<file path="config.mk">
export PLATFORM = sky130hd
export DESIGN_NAME = key_off_cfg_arbiter
export DESIGN_NICKNAME = d
export VERILOG_FILES = /design/src/rtl/key_off_cfg_arbiter.sv
export SDC_FILE = /design/constraint.sdc
export NUM_CORES = 1
export LEC_CHECK = 0
export CORE_MARGIN = 3
export CORE_UTILIZATION = 37
export CTS_CLUSTER_SIZE = 28
export DETAILED_ROUTE_END_ITERATION = 7
export PLACE_DENSITY = 0.8
export SYNTH_ARGS = -nofsm -noshare
export SYNTH_HDL_FRONTEND = slang
export SYNTH_SLANG_ARGS = --single-unit
</file>
<file path="constraint.sdc">
create_clock -name clk -period 2.5 [get_ports clk]
set_input_delay 0.5 -clock clk [delete_from_list [all_inputs] [get_ports clk]]
set_output_delay 0.5 -clock clk [all_outputs]
set_load 0.01 [all_outputs]
</file>
<file path="src/rtl/key_off_cfg_arbiter.sv">
// key_off_cfg_arbiter
//   Shares the write ports of the per-stage key-extract offset RAMs between two config
//   requesters: req0 (AXI-Lite control-plane writer) and req1 (in-band config-packet parser).
//   Round-robin arbitration with one entry write per cycle. A requester can lock the grant for
//   an atomic per-tenant burst. A locked owner that stalls too long is forcibly released.
//   Beats that target a non-existent stage are accepted but produce no write strobe.
//
// Ports
//   clk, rst               clock; synchronous active-high reset
//   reqN_valid/ready       request handshake (N = 0, 1); a beat is accepted when valid & ready
//   reqN_stage/addr/data   target stage, RAM entry address and entry data of the beat
//   reqN_lock              keep the grant after this beat
//   key_off_entry_out      registered broadcast write data (bits above KEY_OFF forced to 0)
//   key_off_addr_out       registered broadcast write address
//   key_off_valid_out      registered one-hot write strobe, bit index = stage
//   cur_owner              00 none, 01 req0 holds lock, 10 req1 holds lock
//   err_bad_stage          sticky: a beat arrived with stage >= N_STAGE
//   err_lock_tmo           sticky: a lock was forcibly released
//   err_clr                clears both sticky errors (a same-cycle new error still sets)
//
// Optional feature (macro KEY_OFF_WR_CNT_EN)
//   When defined, adds wr_cnt0/wr_cnt1: 16-bit wrapping counts of strobed writes per requester.
//   Bad-stage beats are not counted. Cleared by rst and err_clr.

module key_off_cfg_arbiter #(
  parameter int unsigned N_STAGE            = 5,
  parameter int unsigned AXIL_WIDTH         = 32,
  parameter int unsigned KEY_OFF            = 18,
  parameter int unsigned KEY_OFF_ADDR_WIDTH = 4,
  parameter int unsigned STAGE_ID_WIDTH     = 3,
  parameter int unsigned LOCK_TMO           = 255
) (
  input  logic                          clk,
  input  logic                          rst,

  input  logic                          req0_valid,
  output logic                          req0_ready,
  input  logic [STAGE_ID_WIDTH-1:0]     req0_stage,
  input  logic [KEY_OFF_ADDR_WIDTH-1:0] req0_addr,
  input  logic [AXIL_WIDTH-1:0]         req0_data,
  input  logic                          req0_lock,

  input  logic                          req1_valid,
  output logic                          req1_ready,
  input  logic [STAGE_ID_WIDTH-1:0]     req1_stage,
  input  logic [KEY_OFF_ADDR_WIDTH-1:0] req1_addr,
  input  logic [AXIL_WIDTH-1:0]         req1_data,
  input  logic                          req1_lock,

  output logic [AXIL_WIDTH-1:0]         key_off_entry_out,
  output logic [KEY_OFF_ADDR_WIDTH-1:0] key_off_addr_out,
  output logic [N_STAGE-1:0]            key_off_valid_out,
  output logic [1:0]                    cur_owner,
  output logic                          err_bad_stage,
  output logic                          err_lock_tmo,
  input  logic                          err_clr
`ifdef KEY_OFF_WR_CNT_EN
  ,
  output logic [15:0]                   wr_cnt0,
  output logic [15:0]                   wr_cnt1
`endif
);

  // State encoding doubles as the cur_owner code.
  localparam logic [1:0] ST_IDLE  = 2'b00;
  localparam logic [1:0] ST_LOCK0 = 2'b01;
  localparam logic [1:0] ST_LOCK1 = 2'b10;

  localparam logic [AXIL_WIDTH-1:0] ENTRY_MASK =
    {{(AXIL_WIDTH - KEY_OFF){1'b0}}, {KEY_OFF{1'b1}}};
  localparam logic [7:0] TMO_LIMIT = 8'(LOCK_TMO);

  // ---------------------------------------------------------------------------------------------
  // State
  // ---------------------------------------------------------------------------------------------
  logic [1:0]                    state_q, state_d;
  logic                          rr_ptr_q, rr_ptr_d;   // 0: req0 preferred, 1: req1 preferred
  logic [7:0]                    tmo_cnt_q, tmo_cnt_d;
  logic [AXIL_WIDTH-1:0]         entry_q, entry_d;
  logic [KEY_OFF_ADDR_WIDTH-1:0] addr_q, addr_d;
  logic [N_STAGE-1:0]            valid_q, valid_d;
  logic                          err_bad_q, err_bad_d;
  logic                          err_tmo_q, err_tmo_d;

  // ---------------------------------------------------------------------------------------------
  // Grant / ready
  // ---------------------------------------------------------------------------------------------
  logic rdy0, rdy1;
  logic acc0, acc1, accept;

  always_comb begin
    rdy0 = 1'b0;
    rdy1 = 1'b0;
    if (!rst) begin
      case (state_q)
        ST_IDLE: begin
          if (req0_valid && (!req1_valid || !rr_ptr_q)) begin
            rdy0 = 1'b1;
          end else if (req1_valid) begin
            rdy1 = 1'b1;
          end
        end
        // The lock owner is always ready; the other side is held off.
        ST_LOCK0: rdy0 = 1'b1;
        ST_LOCK1: rdy1 = 1'b1;
        default: begin
          rdy0 = 1'b0;
          rdy1 = 1'b0;
        end
      endcase
    end
  end

  assign req0_ready = rdy0;
  assign req1_ready = rdy1;
  assign acc0       = rdy0 & req0_valid;
  assign acc1       = rdy1 & req1_valid;
  assign accept     = acc0 | acc1;

  // ---------------------------------------------------------------------------------------------
  // Beat selection and stage decode
  // ---------------------------------------------------------------------------------------------
  logic [STAGE_ID_WIDTH-1:0]     sel_stage;
  logic [KEY_OFF_ADDR_WIDTH-1:0] sel_addr;
  logic [AXIL_WIDTH-1:0]         sel_data;
  logic                          stage_ok;
  logic [N_STAGE-1:0]            strobe;

  assign sel_stage = acc1 ? req1_stage : req0_stage;
  assign sel_addr  = acc1 ? req1_addr  : req0_addr;
  assign sel_data  = acc1 ? req1_data  : req0_data;
  assign stage_ok  = 32'(sel_stage) < N_STAGE;

  always_comb begin
    strobe = '0;
    for (int unsigned i = 0; i < N_STAGE; i++) begin
      strobe[i] = accept && (32'(sel_stage) == i);
    end
  end

  // ---------------------------------------------------------------------------------------------
  // Arbitration FSM, round-robin pointer and lock timeout
  // ---------------------------------------------------------------------------------------------
  logic tmo_fire;

  always_comb begin
    state_d   = state_q;
    rr_ptr_d  = rr_ptr_q;
    tmo_cnt_d = tmo_cnt_q;
    tmo_fire  = 1'b0;
    case (state_q)
      ST_IDLE: begin
        tmo_cnt_d = '0;
        if (acc0) begin
          if (req0_lock) state_d  = ST_LOCK0;
          else           rr_ptr_d = 1'b1;
        end else if (acc1) begin
          if (req1_lock) state_d  = ST_LOCK1;
          else           rr_ptr_d = 1'b0;
        end
      end
      ST_LOCK0: begin
        if (acc0) begin
          tmo_cnt_d = '0;
          if (!req0_lock) begin
            state_d  = ST_IDLE;
            rr_ptr_d = 1'b1;
          end
        end else begin
          // The cycle in which the stall count reaches the limit performs the release.
          tmo_cnt_d = tmo_cnt_q + 8'd1;
          if (tmo_cnt_d == TMO_LIMIT) begin
            state_d   = ST_IDLE;
            rr_ptr_d  = 1'b1;
            tmo_cnt_d = '0;
            tmo_fire  = 1'b1;
          end
        end
      end
      ST_LOCK1: begin
        if (acc1) begin
          tmo_cnt_d = '0;
          if (!req1_lock) begin
            state_d  = ST_IDLE;
            rr_ptr_d = 1'b0;
          end
        end else begin
          tmo_cnt_d = tmo_cnt_q + 8'd1;
          if (tmo_cnt_d == TMO_LIMIT) begin
            state_d   = ST_IDLE;
            rr_ptr_d  = 1'b0;
            tmo_cnt_d = '0;
            tmo_fire  = 1'b1;
          end
        end
      end
      default: begin
        state_d   = ST_IDLE;
        tmo_cnt_d = '0;
      end
    endcase
  end

  // ---------------------------------------------------------------------------------------------
  // Write port and sticky errors
  // ---------------------------------------------------------------------------------------------
  always_comb begin
    entry_d = entry_q;
    addr_d  = addr_q;
    valid_d = strobe;
    if (accept) begin
      entry_d = sel_data & ENTRY_MASK;
      addr_d  = sel_addr;
    end
  end

  // Setting wins over a same-cycle clear.
  assign err_bad_d = (err_bad_q & ~err_clr) | (accept & ~stage_ok);
  assign err_tmo_d = (err_tmo_q & ~err_clr) | tmo_fire;

  always_ff @(posedge clk) begin
    if (rst) begin
      state_q   <= ST_IDLE;
      rr_ptr_q  <= 1'b0;
      tmo_cnt_q <= '0;
      entry_q   <= '0;
      addr_q    <= '0;
      valid_q   <= '0;
      err_bad_q <= 1'b0;
      err_tmo_q <= 1'b0;
    end else begin
      state_q   <= state_d;
      rr_ptr_q  <= rr_ptr_d;
      tmo_cnt_q <= tmo_cnt_d;
      entry_q   <= entry_d;
      addr_q    <= addr_d;
      valid_q   <= valid_d;
      err_bad_q <= err_bad_d;
      err_tmo_q <= err_tmo_d;
    end
  end

  assign key_off_entry_out = entry_q;
  assign key_off_addr_out  = addr_q;
  assign key_off_valid_out = valid_q;
  assign cur_owner         = state_q;
  assign err_bad_stage     = err_bad_q;
  assign err_lock_tmo      = err_tmo_q;

`ifdef KEY_OFF_WR_CNT_EN
  // ---------------------------------------------------------------------------------------------
  // Per-requester strobed-write counters
  // ---------------------------------------------------------------------------------------------
  logic [15:0] cnt0_q, cnt0_d;
  logic [15:0] cnt1_q, cnt1_d;

  always_comb begin
    cnt0_d = cnt0_q;
    cnt1_d = cnt1_q;
    if (err_clr) begin
      cnt0_d = '0;
      cnt1_d = '0;
    end else begin
      if (acc0 && stage_ok) cnt0_d = cnt0_q + 16'd1;
      if (acc1 && stage_ok) cnt1_d = cnt1_q + 16'd1;
    end
  end

  always_ff @(posedge clk) begin
    if (rst) begin
      cnt0_q <= '0;
      cnt1_q <= '0;
    end else begin
      cnt0_q <= cnt0_d;
      cnt1_q <= cnt1_d;
    end
  end

  assign wr_cnt0 = cnt0_q;
  assign wr_cnt1 = cnt1_q;
`endif

endmodule

</file>
After elaboration in Yosys (flattened, before gate mapping)
Cells that the tools add are included. W data, S select, Z words.

Output and inout bits: 47. Word-level logic and storage cells: 85. Register bits: 40.

Magnitude comparators: 1. Reduce and logical (&&, ||, !) cells: 14. Eq/ne operators: 14. Muxes and demuxes: 37. Bitwise gates (word level): 10. Add/sub/neg operators: 1.

Operators by type and width (count): $mux W8 (3); $ne A3 B3 Y1 const B (7); $mux W18 (1); $mux W2 (9); $mux W1 (16); $pmux W8 S2 (1); $add A8 B1 Y8 const B (1); $eq A8 B8 Y1 const B (1); $eq A3 B2 Y1 const B (2); $logic_and A1 B1 Y1 (6); $pmux W1 S2 (3); $pmux W2 S3 (1); $and A1 B1 Y1 (5); $reduce_and A5 Y1 (1); $mux W4 (1); $reduce_and A4 Y1 (1); $eq A3 B1 Y1 const B (1); $eq A3 B3 Y1 const B (1); $logic_not A3 Y1 (1); $lt A3 B3 Y1 const B (1); $mux W3 (1); $or A1 B1 Y1 (3); $pmux W1 S3 (1); $reduce_bool A3 Y1 (1); other kinds (6) (8).

Longest topological paths before layout
Gate-level depths: netlist of the first run.

Depth after elaboration: 12. Mapped depth: 9.

Least setup slack after synthesis of the first run
Ideal clock, no wire load.

Kind: flip-flop to flip-flop. From: reg state_q[0], in the netlist cur_owner[0]. To: reg state_q[1], in the netlist cur_owner[1]. Period minus slack after synthesis: 1.962 ns. Setup slack: 0.538 ns. Arrival: 1.892 ns. Cell stages (with the launch flop): 9. Cells stage by stage: dfxtp_1 inv_1 ha_1 a21boi_1 o21ai_2 o211ai_1 a21bo_2 or3_1 a21oi_1.

Longest elaborated chain between the ends: 6.

Ends and longest elaborated chain: start, declared (line 76) `logic [1:0] state_q, state_d;`; start signal, assigned (line 232) `state_q <= state_d;`; $eq A2 B1 Y1 (tied with other cells) (line 95, 151); $pmux W1 S2 (line 95) `case (state_q)`; $mux W1 (line 94) `if (!rst) begin`; $and A1 B1 Y1 (on tied branches) (line 116, 117); $ne A3 B3 Y1 (no line) (tied with other cells); $reduce_and A5 Y1 (no line) or $pmux W2 S3 (tied branches).

Several ways; a longest one is shown, not always the timed one. A chain may end at the register's enable or synchronous reset.

Final worst setup path of the first run
From: in req0_valid. To: out req1_ready.

Longest elaborated chain between the ends: 4.

Ends and longest elaborated chain: start, declared (line 36) `input logic req0_valid,`; $logic_and A1 B1 Y1 (line 97) `if (req0_valid && (!req1_valid || !rr_ptr_q)) begin`; $mux W1 (line 97); $pmux W1 S2 (line 95); $mux W1 (line 94); end, declared (line 44) `output logic req1_ready,`.

No other way between the ends.

==> results by stage, run 1 <==
Status:
- The run finished with clean final reports.

STA:
- Derived from the worst setup path, the maximum achievable clock frequency is 0.421 GHz.
- Setup repair after global routing left no endpoint under its margin.
- Subtracting the final worst setup slack from the clock period gives 2380 ps.
- Adding up every negative setup slack in the final design gives 0 ps.
- The clock skew after layout is 3.52 ps.
- The final number of max-transition violations came to 0.
- The minimum setup slack in the final design is 125 ps.
- Setup violations remaining at the end of the flow were counted as 0.
- Of the available clock period, the critical path in the final layout requires 95.0%.
- The number of hold violations in the final report was 0.

Detailed routing:
- The sum of routed wire segments on met1 is 2.30 mm.
- In the routed design, unresolved DRC markers number 0.
- The detailed router finished its first iteration with 60 violations.
- The aggregate routed wire length is 5.34 mm.
- The per-cell via count in the routed design is 4.89.
- The detailed-routed wire length on met3 is 445 µm.
- After detailed routing, no signal wire sits above met4.
- The final antenna-violating net count is 0.
- Across all layers, the routed design uses 2030 vias.
- The detailed-routed wire length on met2 is 2.50 mm.
- The routed wire length per instance is 12.9 µm.
- The first detailed-routing pass ran for 4 iterations.

Finish:
- In the final layout, the share of cells above drive strength 1 is 8.45%.
- The number of nets in the finished design is 435.
- The layout has 522 filler cells.
- Compared with the post-synthesis result, the final layout area differs by 49.8%.
- The number of diodes added for antenna fixing is 0.
- Once layout is complete, the utilization of the core stands at 58.0%.

Logic synthesis:
- The synthesized cell area is 0.00216 mm².
- The number of enable flip-flop cells after synthesis is 0.
- The number of distinct library cell variants in the gate-level netlist after synthesis is 45.
- The synthesized netlist cell count is 250.
- The share of flip-flops with an asynchronous set or reset after synthesis is 0%.
- The average instance area after synthesis is 8.64 µm².
- The share of the Yosys chip area taken by registers is 37.1%.
- Among all flip-flop cells after synthesis, the most frequent one is sky130_fd_sc_hd__dfxtp_1.
- In this run, synthesis produced a sequential element count of 40.
- The number of warning messages in the yosys log is 0.

Floorplanning:
- The boundary pin count is 132.
- The placeable core region is 0.00557 mm².
- Measured along the y axis, the die boundary spans 82.4 µm.
- The die area is 0.00679 mm².
- The die width is 82.4 µm.
- After floorplanning, the core was divided into 27 placement rows.
- The initial core utilization is 38.7%.

Worst setup path:
- In this run the critical register-to-register path is launched from cur_owner[0].
- The worst setup path is of the in -> out kind.
- The worst setup path startpoint is req0_valid.
- The path depth of the worst reg2reg path is 9.
- STA classifies the critical path startpoint as a primary input.
- The worst path arrival time is 1880 ps.
- The required time of the critical path is 2000 ps.
- The largest fanout on the critical path is 4.
- The kind of end point of the critical path is a primary output.

Clocking:
- The buffer type at the clock tree root is sky130_fd_sc_hd__clkbuf_8.
- The setup fix buffers added after clock tree synthesis is 0.
- In this run, CTS created clock tree buffers numbering 5.
- The clock tree from TritonCTS is built.
- The insertion delay of the later-clocked pin in the worst-skew pair is 290 ps.
- The largest buffer count on any clock path is 2.
- CTS saw 40 sinks.
- The H-tree was split into 2 levels.
- The clock slew at the register clock pins of the worst setup and hold paths is 70 ps.
- The hold buffer count at cts is 0.

Global routing:
- Global routing used 16.0% of the available tracks.
- Summed over all layers, the global routing overflow is 0.
- The pin count of the biggest net entering global routing is 34.
- The number of global-route vias before repair is 1961.
- The first global-routing pass estimated 8.37 mm of wire.
- The number of antenna violations at the first check in global routing came to 0.

Power:
- In this run the static leakage power is 1.32 nW.
- The cell area power density is 576 mW/mm².
- The worst ir drop on vdd is 0.000279 V.

Place:
- Input and output buffers added on the ports amount to 89.
- The setup slack after placement is 96.6 ps.
- The placed wire-length estimate is 4.03 mm.
- The global placement routability congestion is 0.901.

Min path:
- The worst hold path passes through 2 cells.
- In this run the worst hold path is classified as reg -> reg.
- The origin of the worst min-delay path is err_lock_tmo.

Run:
- Max-cap violations in this run came to 0.
==> cells in the mapped netlist, types with 2 or more instances <==
master / n / area [µm²]
sky130_fd_sc_hd__nand2b_1: 3 / 18.8
sky130_fd_sc_hd__xor2_1: 3 / 26.3
sky130_fd_sc_hd__o21ai_1: 2 / 10.0
sky130_fd_sc_hd__and3_1: 3 / 18.8
sky130_fd_sc_hd__nor3_1: 4 / 20.0
sky130_fd_sc_hd__ha_1: 7 / 87.6
sky130_fd_sc_hd__a211oi_1: 22 / 165
sky130_fd_sc_hd__nand3_1: 8 / 40.0
sky130_fd_sc_hd__dfxtp_1: 40 / 801
sky130_fd_sc_hd__nor2b_1: 2 / 12.5
sky130_fd_sc_hd__o21a_1: 2 / 15.0
sky130_fd_sc_hd__clkbuf_1: 6 / 22.5
sky130_fd_sc_hd__nor2_1: 44 / 165
sky130_fd_sc_hd__buf_1: 2 / 7.51
sky130_fd_sc_hd__nand2_1: 4 / 15.0
sky130_fd_sc_hd__mux2i_1: 22 / 220
sky130_fd_sc_hd__buf_4: 16 / 120
sky130_fd_sc_hd__o221a_2: 2 / 22.5
sky130_fd_sc_hd__a31oi_1: 3 / 18.8
sky130_fd_sc_hd__xnor2_1: 3 / 26.3
sky130_fd_sc_hd__a21oi_1: 11 / 55.1
sky130_fd_sc_hd__o211ai_1: 2 / 15.0
sky130_fd_sc_hd__nand4b_1: 2 / 17.5
sky130_fd_sc_hd__nand3b_1: 2 / 15.0
sky130_fd_sc_hd__nor3b_1: 2 / 15.0
sky130_fd_sc_hd__inv_1: 11 / 41.3
sky130_fd_sc_hd__o21ai_0: 4 / 20.0
==> registers in the layout (all words and copies together) (netlist names) <==
register	cells
key_off_addr_out	4
key_off_valid_out	5
err_lock_tmo	1
rr_ptr_q	1
tmo_cnt_q	8
err_bad_stage	1
key_off_entry_out	18
cur_owner	2
==> layout make-up <==
class / instances / area, µm² / share of cell area, %
flip-flops and latches: 40 / 803 / 24.8
clock buffers: 6 / 72.6 / 2.24
well taps: 72 / 90.1 / 2.78
inverters: 11 / 41.3 / 1.28
repair buffers: 99 / 991 / 30.6
clock inverters: 1 / 5.00 / 0.155
multi-input cells: 186 / 1230 / 38.1
==> cells by family (layout without fill, tap and decap cells) <==
group                      count (synthesis)  count (layout)  share of synthesized area, %
and+or+nand+nor                           78              78                          17.3
xor gates and xnor gates                   6               6                          2.43
DFF                                       40              40                          37.1
AOI/OAI and AO/OA                         58              58                          18.9
buffers and inverters                     37             117                          9.33
adders and majority gates                  7               7                          4.06
muxes                                     23              23                          10.7
other                                      1              14                         0.174
==> what timing repair did <==
action | CTS | global route
endpoints found under the hold margin | 0 | 0
endpoints found under the setup margin | 0 | 2
gates resized for setup | 0 | 4
==> metrics by stage <==
step	cells	hold WS (ps)	total power [mW]	cell area, µm²
final	415	494	1.86	3240
after global routing	415	524	1.98	3240
after CTS	415	497	1.88	3230
after detailed placement	408	484	1.47	3150
after global placement	408	484	1.46	3150
after floorplan	263	478	1.14	2210
==> worst max-delay path: stages <==
cell and delay [ps]:
sky130_fd_sc_hd__clkdlybuf4s50_1 480, sky130_fd_sc_hd__a21oi_2 180, sky130_fd_sc_hd__a21oi_1 80, sky130_fd_sc_hd__nor2_1 100, sky130_fd_sc_hd__clkdlybuf4s50_1 540
==> cells in the final DEF (no fill, tap or decap), types with 2 or more instances in the layout <==
cell type and count:
sky130_fd_sc_hd__clkdlybuf4s50_1 89, sky130_fd_sc_hd__nor2_1 44, sky130_fd_sc_hd__dfxtp_1 38, sky130_fd_sc_hd__mux2i_1 22
sky130_fd_sc_hd__a211oi_1 22, sky130_fd_sc_hd__conb_1 14, sky130_fd_sc_hd__inv_1 11, sky130_fd_sc_hd__a21oi_1 10
sky130_fd_sc_hd__nand3_1 8, sky130_fd_sc_hd__buf_4 8, sky130_fd_sc_hd__ha_1 7, sky130_fd_sc_hd__clkbuf_8 5
sky130_fd_sc_hd__nand2_1 4, sky130_fd_sc_hd__o21ai_0 4, sky130_fd_sc_hd__nor3_1 4, sky130_fd_sc_hd__a31oi_1 3
sky130_fd_sc_hd__xnor2_1 3, sky130_fd_sc_hd__and3_1 3, sky130_fd_sc_hd__nand2b_1 3, sky130_fd_sc_hd__xor2_1 3
sky130_fd_sc_hd__nor2b_1 2, sky130_fd_sc_hd__o211ai_1 2, sky130_fd_sc_hd__o21a_1 2, sky130_fd_sc_hd__o221a_2 2
sky130_fd_sc_hd__nand3b_1 2, sky130_fd_sc_hd__o21ai_4 2, sky130_fd_sc_hd__nor3b_1 2, sky130_fd_sc_hd__nand4b_1 2
sky130_fd_sc_hd__dfxtp_2 2, sky130_fd_sc_hd__buf_12 2
==> where the power goes <==
part	switching, mW	total, mW	internal [mW]	leakage, nW
clock network	0.207	0.397	0.190	0.0410
registers	0.0479	0.761	0.713	0.328
logic	0.316	0.706	0.390	0.949
==> metal layers <==
layer	up-vias	global-route usage (%)
met4	0	6.81
met2	76	26.1
met5	-	0
li1	1038	-
met1	908	19.4
met3	8	4.77
==> final timing paths <==
| kind | slack (ps) | end |
|---|---|---|
| min reg2reg | 490 | err_lock_tmo |
| max | 120 | req1_ready |
| min | 490 | err_lock_tmo |
| max reg2reg | 480 | key_off_addr_out[2] |
(Power assumes the default switching activity.)
==> inputs of run 2 (changes only) <==
==> constraint.sdc (replaced) <==
create_clock -name clk -period 2.5 [get_ports clk]
set_input_delay 0.5 -clock clk [delete_from_list [all_inputs] [get_ports clk]]
set_output_delay 0.5 -clock clk [all_outputs]
set_load 0.05 [all_outputs]
==> run 2 against run 1 <==
  * Sequential power shrank 0.5%
  * Largest power group is now combinational logic
  * First-iteration DRC count rose by 25%
  * Highest routed layer unchanged
  * Die area unchanged
  * Sequential cell count unchanged
  * Register-to-register slack got worse by 130 ps
  * Clock-buffer cell count up 1
  * Worst hold slack worse by 11 ps
  * Sequential share of layout area is 0.34 points lower
  * Combinational power increased by 36%
  * Power up 23%
  * Largest cell class unchanged
==> results by stage, run 2 (synthesis results as in run 1) <==
Finish:
- The fraction of final layout cells sized beyond drive strength 1 came to 8.19% (-0.27 points).
- The final standard cell count with taps included and fillers excluded was 414 (-0.24%).
- The number of flip-flops under the largest register name came to 18 (unchanged).
- The number of fill cells in the layout is 519 (-0.57%).
- The library cells used most frequently in the layout, excluding fill and tap cells, are sky130_fd_sc_hd__clkdlybuf4s50_1, sky130_fd_sc_hd__nor2_1, sky130_fd_sc_hd__dfxtp_1, sky130_fd_sc_hd__mux2i_1, sky130_fd_sc_hd__a211oi_1.
- The final cell utilization of the core is 58.7% (+0.63 points).
- The number of nets in the finished design is 433 (-0.46%).
- The area added between synthesis and finish is 51.4%.
- Leaving out fill and tap cells, the most frequent cell in the layout is sky130_fd_sc_hd__clkdlybuf4s50_1.
- The number of diodes added for antenna fixing is 0 (unchanged).

Detailed routing:
- The routed wire length per instance is 13.0 µm (+1.3%).
- The count of routing violations after the opening detailed-route iteration is 75 (+25%).
- The final antenna-violating net count is 0 (unchanged).
- The per-cell via count in the routed design is 4.93 (+0.83%).
- The aggregate routed wire length is 5.39 mm (+1.0%).
- The via count of the routed design came to 2042 (+0.59%).
- The final routed DRC violation total was 0 (unchanged).
- The number of detailed-route iterations in the first pass is 4 (unchanged).

STA:
- The final-report setup violation count is 0 (unchanged).
- The post-layout minimum cycle time was 2260 ps (-120 ps).
- The remaining max-slew budget at the tightest pin is 56.1%.
- The pin slew with the least headroom to its limit is 656 ps.
- The clock skew after layout was 4.17 ps (+0.647 ps).
- The final number of max-transition violations is 0 (unchanged).
- The maximum frequency from static timing analysis is 0.443 GHz (+5.3%).
- The aggregate negative setup slack is 0 ps (unchanged).
- The share of the clock period used by the worst path was 90.2% (-4.8 points).
- The number of hold violations in the final report is 0 (unchanged).
- Setup repair after global routing left no endpoint under its margin.

Global routing:
- The number of global-route vias before repair came to 1981 (+1.0%).
- The wire length of the first global-routing pass is 8.56 mm (+2.2%).
- The total track usage came to 16.2% (+0.26 points).
- The global-route congestion overflow total is 0 (unchanged).
- The number of antenna violations at the first check in global routing is 0 (unchanged).
- The pin count of the biggest net entering global routing is 29 (-15%).

Worst setup path:
- The critical path's most frequent cell is sky130_fd_sc_hd__inv_1.
- The kind of cell adding the most delay to the critical path is flip-flops.
- The worst path arrival time is 1760 ps (-120 ps).
- Walking the worst path, the cells encountered are inv_1 -> ha_1 -> inv_1 -> a21oi_2 -> a21oi_1 -> nor2_1 -> buf_12.
- The largest fanout on the critical path is 6 (+2).
- The largest stage delay on the critical path was 370 ps (-170 ps).
- The critical path launch point type is a register.
- Among all stages on the critical path, the largest delay is contributed by sky130_fd_sc_hd__dfxtp_1.
- The required time of the critical path was 2000 ps (about the same).
- The kind of end point of the critical path is a primary output.
- The number of buffers and inverters on the critical path is 3 (+1).
- The critical path in this run is classified as reg -> out.

Place:
- The global placement routability congestion is 0.887 (-1.5%).
- The quantity of I/O buffers inserted on ports is 89 (unchanged).
- The placed instance count was 406 (-0.49%).
- The placed wire-length estimate came to 4.05 mm (+0.54%).

Clocking:
- The clock tree from TritonCTS is built.
- The insertion delay of the later-clocked pin in the worst-skew pair is 290 ps (about the same).
- The CTS buffer count is 5 (unchanged).
- The buffer type at the clock tree root is sky130_fd_sc_hd__clkbuf_8.
- The setup fix buffers added after clock tree synthesis is 0 (unchanged).
- The hold buffer count at cts came to 0 (unchanged).
- The clock net sink count is 40 (unchanged).
- The count of H-tree levels built during CTS is 2 (unchanged).
- The clock slew at the register clock pins of the worst setup and hold paths is 80 ps (about the same).
- The largest buffer count on any clock path was 2 (unchanged).

Floorplanning:
- The initial core utilization is 38.7% (unchanged).
- The die area came to 0.00679 mm² (unchanged).
- The die width was 82.4 µm (unchanged).
- The boundary pin count is 132 (unchanged).
- The die height came to 82.4 µm (unchanged).
- The number of cell rows is 27 (unchanged).
- The placeable core region is 0.00557 mm² (unchanged).

Power:
- The share of total power in sequential cells is 32.9% (-7.9 points).
- The internal power is 1.45 mW (+12%).
- The worst ir drop on vdd came to 0.000375 V (+34%).
- The share of power burned in combinational logic is 41.9% (+4.0 points).
- The total net switching power is 847 µW (+48%).
- The cell area power density is 703 mW/mm² (+22%).
- The switching power as a share of total power is 36.8% (+6.2 points).
- The part of the power in the clock network is 25.2% (+3.9 points).
- The leakage component of the power came to 1.34 nW (+1.4%).

Status:
- The run finished with clean final reports.

Run:
- The number of maximum-capacitance constraint violations is 0 (unchanged).

Min path:
- The classification of the worst-slack hold path is reg -> reg.
==> run 2: worst min-delay path, stage by stage, from the launching register on <==
cell and delay (ps):
sky130_fd_sc_hd__dfxtp_1 310, sky130_fd_sc_hd__nand2b_1 70, sky130_fd_sc_hd__a21oi_1 60
==> run 2: metal layers <==
metal,routed length (µm),global-route usage (%)
met2,2530,28.0
met1,2360,19.0
met4,68,5.48
met3,435,4.88
met5,0,0
==> run 2: cell type report <==
| class | instances | area (µm²) | area share [%] |
|---|---|---|---|
| clock buffers | 7 | 96.3 | 2.95 |
| clock inverters | 1 | 30.0 | 0.918 |
| inverters | 11 | 41.3 | 1.26 |
| multi-input cells | 186 | 1230 | 37.6 |
| flip-flops and latches | 40 | 801 | 24.5 |
| well taps | 72 | 90.1 | 2.75 |
| repair buffers | 97 | 983 | 30.1 |
==> run 2: metrics by stage <==
step | hold slack (ps) | power [mW] | setup slack (ps) | area (µm²)
global placement | 465 | 1.71 | 150 | 3140
finish | 483 | 2.30 | 244 | 3270
floorplan | 478 | 1.39 | 128 | 2210
global route | 505 | 2.41 | 87.8 | 3270
CTS | 477 | 2.31 | 98.0 | 3270
detailed placement | 464 | 1.73 | 84.7 | 3140
==> run 2: repair_timing <==
item,CTS,global route
hold endpoints to repair,0,0
gates resized for setup,0,1
setup endpoints to repair,0,1
==> run 2: final timing paths <==
check,start,to,slack [ps],depth (start not counted)
worst min register to register,err_lock_tmo,err_lock_tmo,480,2
worst min-delay path,err_lock_tmo,err_lock_tmo,480,2
worst max register to register,cur_owner[0],key_off_entry_out[3],350,8
worst max-delay path,cur_owner[0],req1_ready,240,7
==> run 2: power by group through the flow <==
stage               clock [mW]  combinational [mW]  sequential [mW]
CTS                      0.589               0.965            0.758
detailed placement           0               0.961            0.771
floorplan                    0               0.391             1.00
finish                   0.578               0.963            0.757
global route             0.615                1.03            0.768
global placement             0               0.946            0.769
